$ cat config.mk
export PLATFORM = sky130hd
export DESIGN_NAME = vga_sync_gen_flat
export DESIGN_NICKNAME = d
export VERILOG_FILES = /design/src/rtl/vga_timing_pkg.sv /design/src/rtl/vga_sync_gen_if.sv /design/src/rtl/sync_delay_line.sv /design/src/rtl/vga_sync_gen.sv /design/src/flat_wrapper.sv
export SDC_FILE = /design/constraint.sdc
export NUM_CORES = 1
export LEC_CHECK = 0
export ABC_AREA = 1
export CORE_ASPECT_RATIO = 1.2
export CORE_MARGIN = 2
export CORE_UTILIZATION = 52
export DETAILED_ROUTE_END_ITERATION = 8
export GPL_ROUTABILITY_DRIVEN = 0
export PLACE_DENSITY = 0.8
export SKIP_LAST_GASP = 1
export SLEW_MARGIN = 20
export SYNTH_ARGS = -nofsm -noshare
export SYNTH_HDL_FRONTEND = slang
export SYNTH_SLANG_ARGS = --single-unit
export TNS_END_PERCENT = 50
$ cat constraint.sdc
create_clock -name clk -period 2.2 [get_ports clk]
set_input_delay 0.44 -clock clk [delete_from_list [all_inputs] [get_ports clk]]
set_output_delay 0.44 -clock clk [all_outputs]
set_load 0.02 [all_outputs]
$ cat src/rtl/vga_timing_pkg.sv
// Timing constants for 640x480@60 and the types shared by the VGA sync generator.
// The module parameter defaults and the interface widths both come from here.
package vga_timing_pkg;

  localparam int H_DISPLAY_DEF = 640;
  localparam int H_FRONT_DEF   = 16;
  localparam int H_SYNC_DEF    = 96;
  localparam int H_BACK_DEF    = 48;
  localparam int V_DISPLAY_DEF = 480;
  localparam int V_FRONT_DEF   = 10;
  localparam int V_SYNC_DEF    = 2;
  localparam int V_BACK_DEF    = 33;

  localparam int H_TOTAL_DEF = H_DISPLAY_DEF + H_FRONT_DEF + H_SYNC_DEF + H_BACK_DEF;
  localparam int V_TOTAL_DEF = V_DISPLAY_DEF + V_FRONT_DEF + V_SYNC_DEF + V_BACK_DEF;

  localparam int POS_W = 10;
  localparam int CNT_W = 8;

  typedef logic [POS_W-1:0] pos_t;

  // Bit order matches the {display_on, vsync, hsync} delay-line vector.
  typedef struct packed {
    logic display_on;
    logic vsync;
    logic hsync;
  } sync_bits_t;

  function automatic logic in_window(pos_t pos, pos_t lo, pos_t hi);
    return (pos >= lo) && (pos < hi);
  endfunction

endpackage

$ cat src/rtl/vga_sync_gen_if.sv
// Timing outputs of the VGA sync generator, bundled for the display pipeline.
interface vga_sync_gen_if;
  import vga_timing_pkg::*;

  pos_t             hpos;
  pos_t             vpos;
  logic             line_start;
  logic             frame_start;
  logic [CNT_W-1:0] frame_cnt;
  logic             hsync;
  logic             vsync;
  logic             display_on;

  modport master (
    output hpos, vpos, line_start, frame_start, frame_cnt, hsync, vsync, display_on
  );

  modport slave (
    input hpos, vpos, line_start, frame_start, frame_cnt, hsync, vsync, display_on
  );

endinterface

$ cat src/rtl/sync_delay_line.sv
// Fixed-depth shift register with synchronous reset to RESET_VAL.
// DEPTH=0 degenerates to a wire.
module sync_delay_line #(
  parameter int               WIDTH     = 1,
  parameter int               DEPTH     = 1,
  parameter logic [WIDTH-1:0] RESET_VAL = '0
) (
  input  logic             clk,
  input  logic             reset,
  input  logic [WIDTH-1:0] d,
  output logic [WIDTH-1:0] q
);

  generate
    if (DEPTH == 0) begin : g_bypass
      logic unused_ok;
      assign unused_ok = ^{clk, reset};
      assign q = d;
    end else begin : g_pipe
      logic [DEPTH-1:0][WIDTH-1:0] stage;

      always_ff @(posedge clk) begin
        // NOTE: the stages are reset rather than left X so that q holds the idle vector until the pipe refills.
        if (reset) begin
          stage <= {DEPTH{RESET_VAL}};
        end else begin
          // NOTE: <= makes every stage take its neighbour's pre-edge value, so loop order is irrelevant.
          stage[0] <= d;
          for (int i = 1; i < DEPTH; i++) begin
            stage[i] <= stage[i-1];
          end
        end
      end

      assign q = stage[DEPTH-1];
    end
  endgenerate

endmodule

$ cat src/rtl/vga_sync_gen.sv
// VGA timing generator: pixel/line counters, frame counter, and sync/blank
// decodes delayed by PIPE_DELAY clocks to line up with a downstream pixel pipe.
module vga_sync_gen
  import vga_timing_pkg::*;
#(
  parameter int H_DISPLAY  = H_DISPLAY_DEF,
  parameter int H_FRONT    = H_FRONT_DEF,
  parameter int H_SYNC     = H_SYNC_DEF,
  parameter int H_BACK     = H_BACK_DEF,
  parameter int V_DISPLAY  = V_DISPLAY_DEF,
  parameter int V_FRONT    = V_FRONT_DEF,
  parameter int V_SYNC     = V_SYNC_DEF,
  parameter int V_BACK     = V_BACK_DEF,
  parameter bit HSYNC_POL  = 1'b0,
  parameter bit VSYNC_POL  = 1'b0,
  parameter int PIPE_DELAY = 2
) (
  input  logic           clk,
  input  logic           reset,
  vga_sync_gen_if.master vga
);

  localparam int H_TOTAL = H_DISPLAY + H_FRONT + H_SYNC + H_BACK;
  localparam int V_TOTAL = V_DISPLAY + V_FRONT + V_SYNC + V_BACK;

  localparam pos_t H_LAST = pos_t'(H_TOTAL - 1);
  localparam pos_t V_LAST = pos_t'(V_TOTAL - 1);
  localparam pos_t H_VIS  = pos_t'(H_DISPLAY);
  localparam pos_t V_VIS  = pos_t'(V_DISPLAY);
  localparam pos_t HS_LO  = pos_t'(H_DISPLAY + H_FRONT);
  localparam pos_t HS_HI  = pos_t'(H_DISPLAY + H_FRONT + H_SYNC);
  localparam pos_t VS_LO  = pos_t'(V_DISPLAY + V_FRONT);
  localparam pos_t VS_HI  = pos_t'(V_DISPLAY + V_FRONT + V_SYNC);

  localparam sync_bits_t IDLE = '{display_on: 1'b0, vsync: ~VSYNC_POL, hsync: ~HSYNC_POL};

  pos_t             hpos_q, hpos_d;
  pos_t             vpos_q, vpos_d;
  logic [CNT_W-1:0] frame_cnt_q, frame_cnt_d;
  logic             line_start_q, frame_start_q;
  sync_bits_t       lvl, dly;

  always_comb begin
    // NOTE: defaults first, so every path assigns every signal and no latch is inferred.
    hpos_d      = hpos_q + 1'b1;
    vpos_d      = vpos_q;
    frame_cnt_d = frame_cnt_q;
    if (hpos_q == H_LAST) begin
      hpos_d = '0;
      if (vpos_q == V_LAST) begin
        vpos_d      = '0;
        frame_cnt_d = frame_cnt_q + 1'b1;
      end else begin
        vpos_d = vpos_q + 1'b1;
      end
    end
  end

  // Start pulses are registered from the next-state counters so they align with hpos/vpos.
  always_ff @(posedge clk) begin
    if (reset) begin
      hpos_q        <= '0;
      vpos_q        <= '0;
      frame_cnt_q   <= '0;
      line_start_q  <= 1'b1;
      frame_start_q <= 1'b1;
    end else begin
      hpos_q        <= hpos_d;
      vpos_q        <= vpos_d;
      frame_cnt_q   <= frame_cnt_d;
      line_start_q  <= (hpos_d == '0);
      frame_start_q <= (hpos_d == '0) && (vpos_d == '0);
    end
  end

  // Polarity is folded in before the delay so the reset vector is simply the idle level.
  always_comb begin
    lvl            = IDLE;
    lvl.hsync      = in_window(hpos_q, HS_LO, HS_HI) ? HSYNC_POL : ~HSYNC_POL;
    lvl.vsync      = in_window(vpos_q, VS_LO, VS_HI) ? VSYNC_POL : ~VSYNC_POL;
    lvl.display_on = (hpos_q < H_VIS) && (vpos_q < V_VIS);
  end

  sync_delay_line #(
    .WIDTH     ($bits(sync_bits_t)),
    .DEPTH     (PIPE_DELAY),
    .RESET_VAL (IDLE)
  ) u_delay (
    .clk   (clk),
    .reset (reset),
    .d     (lvl),
    .q     (dly)
  );

  assign vga.hpos        = hpos_q;
  assign vga.vpos        = vpos_q;
  assign vga.frame_cnt   = frame_cnt_q;
  assign vga.line_start  = line_start_q;
  assign vga.frame_start = frame_start_q;
  assign vga.hsync       = dly.hsync;
  assign vga.vsync       = dly.vsync;
  assign vga.display_on  = dly.display_on;

endmodule

$ cat src/flat_wrapper.sv
// flat-port wrapper written by rule: the top's interface ports become plain ports
module vga_sync_gen_flat import vga_timing_pkg::*;
#(
  parameter int H_DISPLAY  = H_DISPLAY_DEF,
  parameter int H_FRONT    = H_FRONT_DEF,
  parameter int H_SYNC     = H_SYNC_DEF,
  parameter int H_BACK     = H_BACK_DEF,
  parameter int V_DISPLAY  = V_DISPLAY_DEF,
  parameter int V_FRONT    = V_FRONT_DEF,
  parameter int V_SYNC     = V_SYNC_DEF,
  parameter int V_BACK     = V_BACK_DEF,
  parameter bit HSYNC_POL  = 1'b0,
  parameter bit VSYNC_POL  = 1'b0,
  parameter int PIPE_DELAY = 2
)
  (clk, reset, vga_hpos, vga_vpos, vga_line_start, vga_frame_start, vga_frame_cnt, vga_hsync, vga_vsync, vga_display_on);
  vga_sync_gen_if vga_i ();
  input  logic clk;
  input  logic reset;
  output wire logic [$bits(vga_i.hpos)-1:0] vga_hpos;
  output wire logic [$bits(vga_i.vpos)-1:0] vga_vpos;
  output wire logic [$bits(vga_i.line_start)-1:0] vga_line_start;
  output wire logic [$bits(vga_i.frame_start)-1:0] vga_frame_start;
  output wire logic [$bits(vga_i.frame_cnt)-1:0] vga_frame_cnt;
  output wire logic [$bits(vga_i.hsync)-1:0] vga_hsync;
  output wire logic [$bits(vga_i.vsync)-1:0] vga_vsync;
  output wire logic [$bits(vga_i.display_on)-1:0] vga_display_on;
  assign vga_hpos = vga_i.hpos;
  assign vga_vpos = vga_i.vpos;
  assign vga_line_start = vga_i.line_start;
  assign vga_frame_start = vga_i.frame_start;
  assign vga_frame_cnt = vga_i.frame_cnt;
  assign vga_hsync = vga_i.hsync;
  assign vga_vsync = vga_i.vsync;
  assign vga_display_on = vga_i.display_on;
  vga_sync_gen #(.H_DISPLAY(H_DISPLAY), .H_FRONT(H_FRONT), .H_SYNC(H_SYNC), .H_BACK(H_BACK), .V_DISPLAY(V_DISPLAY), .V_FRONT(V_FRONT), .V_SYNC(V_SYNC), .V_BACK(V_BACK), .HSYNC_POL(HSYNC_POL), .VSYNC_POL(VSYNC_POL), .PIPE_DELAY(PIPE_DELAY)) u_core (.clk(clk), .reset(reset), .vga(vga_i));
endmodule
==> metrics.txt <==
DIE AREA=0.00429 mm2; synthesized instance count=300; LEAKAGE=1.02 nW; register area share after synthesis=0.367; # resized after CTS=0; Total Routing Usage GR=0.235; WP buf/inv=1; CTS tree=yes; Core Rows=24; RSZ-0062 raised after global routing=no; clk sink count=36; Root Driver=clkbuf_8; status=completed; crit path cell chain=clkdlybuf4s50_1; commonest non-fill, non-tap cell in the layout=nand2_1; clk_lat worst skew=0.28 ns; largest net degree at the start of global routing=17; via count=~2000; critical path depth in cells=1; Post-Syn Area=0.00197 mm2; WP data required=1.76 ns; vias in the first global route=1800; drt first pass iters=5; largest cells by area after synthesis=dfxtp_1, nand2_1, nor2_1; Final Skew=~0.0017 ns; Avg WL per Cell=12.3 um; synthesis-to-finish area growth=24.1%; Avg Cell Area, Syn=6.55 um2; global route overflow=0; WHS Endpoint=u_core.u_delay.q[2]$_SDFF_PP0_; cells on worst reg2reg path=11; initial antenna violation count=0; Reg clk slew, reported paths=0.07 ns; die height=71.4 um; Post-DP HPWL=~3.6 mm; crit start category=register; Ports=35; worst reg-to-reg setup slack=approximately 0.29 ns; Worst path top cell family by delay=buffers and inverters; endpoint arrival time on the critical path=1.52 ns; first-pass GRT wire length=~7.7 mm; Crit Path Category=register to output port; R2R Path End=u_core.vga.frame_start$_SDFF_PP1_; Design Power=1.21 mW; initial core utilization=0.541; setup tns final=0 ns; fmax=0.510 GHz; slowest stage delay, CP=0.68 ns; ANT nets after route=0; initial DRC count=151; cell taking the most area after synthesis=dfxtp_1; DRC=0; Post-Syn Nets=about 300; core box area=0.00363 mm2; port bufs=34; share of cells above drive strength 1=0.0831; CTS Hold Bufs=0; Die Wd=60.1 um; Crit. End Element=output port; Max VDD drop=between 0.4 and 0.5 mV; Period minus WS final=a little under 2 ns; commonest non-fill, non-tap cells in the layout=nand2_1, nor2_1, inv_1; postcts setup bufs=0; Hold WC Path Type=register to register; Hold Fails Final Rpt=0; nets=roughly 340; Slew HR=0.666; fin crit share=0.891; Ant. Diodes=0; Synth warnings=0; Yosys reg bits=36; CP max-delay cell=clkdlybuf4s50_1; Worst R2R Start=u_core.vga.hpos[0]$_SDFF_PP0_; H-tree lvl count=2; routed wire length=between 4 and 5 mm; top cell type's share of synthesized area=0.367; Synth cell types=30; Slew @ Worst Pin=0.498 ns; Via density=5.16; CTS max path bufs=2; Max Slew Vio Count=0; Max-Cap Viols=0; CP max FO=10; # setup viols final=0; PD cells=495 mW/mm2; Inserted Clock Buffers=5; hold wc startpoint=u_core.u_delay.g_pipe.stage[2]$_SDFF_PP0_; worst hold path depth=2
layout make-up:
type,instances,area (um2)
clock buffers,7,86.3
clock inverters,1,7.51
fillers,347,1190
inverters,45,169
multi-input cells,212,1040
flip-flops and latches,36,721
well taps,52,65.1
repair buffers,36,355
per-stage QoR:
step	util	worst slack [ns]	hold WS, ns	cells	cell area [um2]
2_1_floorplan	-	0.433	0.388	300	1970
3_3_place_gp	0.646	0.334	0.391	381	2350
3_5_place_dp	0.646	0.318	0.394	381	2350
4_1_cts	0.671	0.224	0.405	389	2440
5_1_grt	0.671	0.0934	0.436	389	2440
6_report	0.671	0.239	0.405	389	2440
routing by layer:
metal	track usage	vias to the layer above	routed length, um
li1	-	1015	-
met1	0.269	915	2020
met2	0.400	64	2400
met3	0.0505	15	234
met4	0.121	0	126
met5	0	-	0
worst max-delay path by stage:
| stage | start | endpoint |
|---|---|---|
| 4_1_cts | u_core.vga.hpos[4]$_SDFF_PP0_ | vga_hpos[4] |
| 5_1_grt | u_core.vga.hpos[0]$_SDFF_PP0_ | u_core.vga.frame_start$_SDFF_PP1_ |
| 3_5_place_dp | u_core.vga.hpos[0]$_SDFF_PP0_ | u_core.vga.frame_start$_SDFF_PP1_ |
| 6_report | u_core.vga.hpos[4]$_SDFF_PP0_ | vga_hpos[4] |
| 2_1_floorplan | u_core.vga.hpos[0]$_SDFF_PP0_ | u_core.vga.frame_cnt[7]$_SDFFE_PP0P_ |
| 3_3_place_gp | u_core.vga.hpos[0]$_SDFF_PP0_ | u_core.vga.frame_start$_SDFF_PP1_ |
Yosys cell counts:
| library cell | count |
|---|---|
| a21oi_1 | 10 |
| and3_1 | 1 |
| buf_1 | 1 |
| buf_2 | 2 |
| buf_4 | 1 |
| buf_6 | 1 |
| clkbuf_1 | 2 |
| dfxtp_1 | 36 |
| ha_1 | 5 |
| inv_1 | 40 |
| inv_2 | 5 |
| nand2_1 | 71 |
| nand2_2 | 3 |
| nand3_1 | 33 |
| nand3_4 | 2 |
| nand4_1 | 6 |
| nor2_1 | 52 |
| nor2_2 | 3 |
| nor2_4 | 2 |
| nor2_8 | 1 |
| nor3_1 | 4 |
| nor3_2 | 1 |
| nor3b_1 | 1 |
| nor4_1 | 3 |
| o21ai_0 | 6 |
| o21ai_1 | 3 |
| o21bai_1 | 1 |
| o31ai_1 | 1 |
| or2_2 | 2 |
| xor2_1 | 1 |
power breakdown:
group          total (mW)  internal [mW]  leakage [nW]  switching [mW]
logic              0.0541         0.0225         0.686          0.0315
registers           0.667          0.660         0.292         0.00731
clock network       0.485          0.254        0.0445           0.231
state kept, by name, summed over array words and instances (netlist names):
name                         count
u_core.vga.hpos                 10
u_core.vga.frame_start           1
u_core.vga.frame_cnt             8
u_core.u_delay.q                 3
u_core.vga.line_start            1
u_core.u_delay.g_pipe.stage      3
u_core.vga.vpos                 10
kinds of logic (layout without fill, tap and decap cells):
kind of cell | Yosys count | in the layout | synth area share
compound gates | 21 | 21 | 0.0560
flops | 36 | 36 | 0.367
xor+xnor | 1 | 1 | 0.00446
buf+inv | 52 | 89 | 0.106
fa+ha+maj | 5 | 5 | 0.0318
simple gates | 185 | 185 | 0.435
Power figures use the tool's default switching activity.
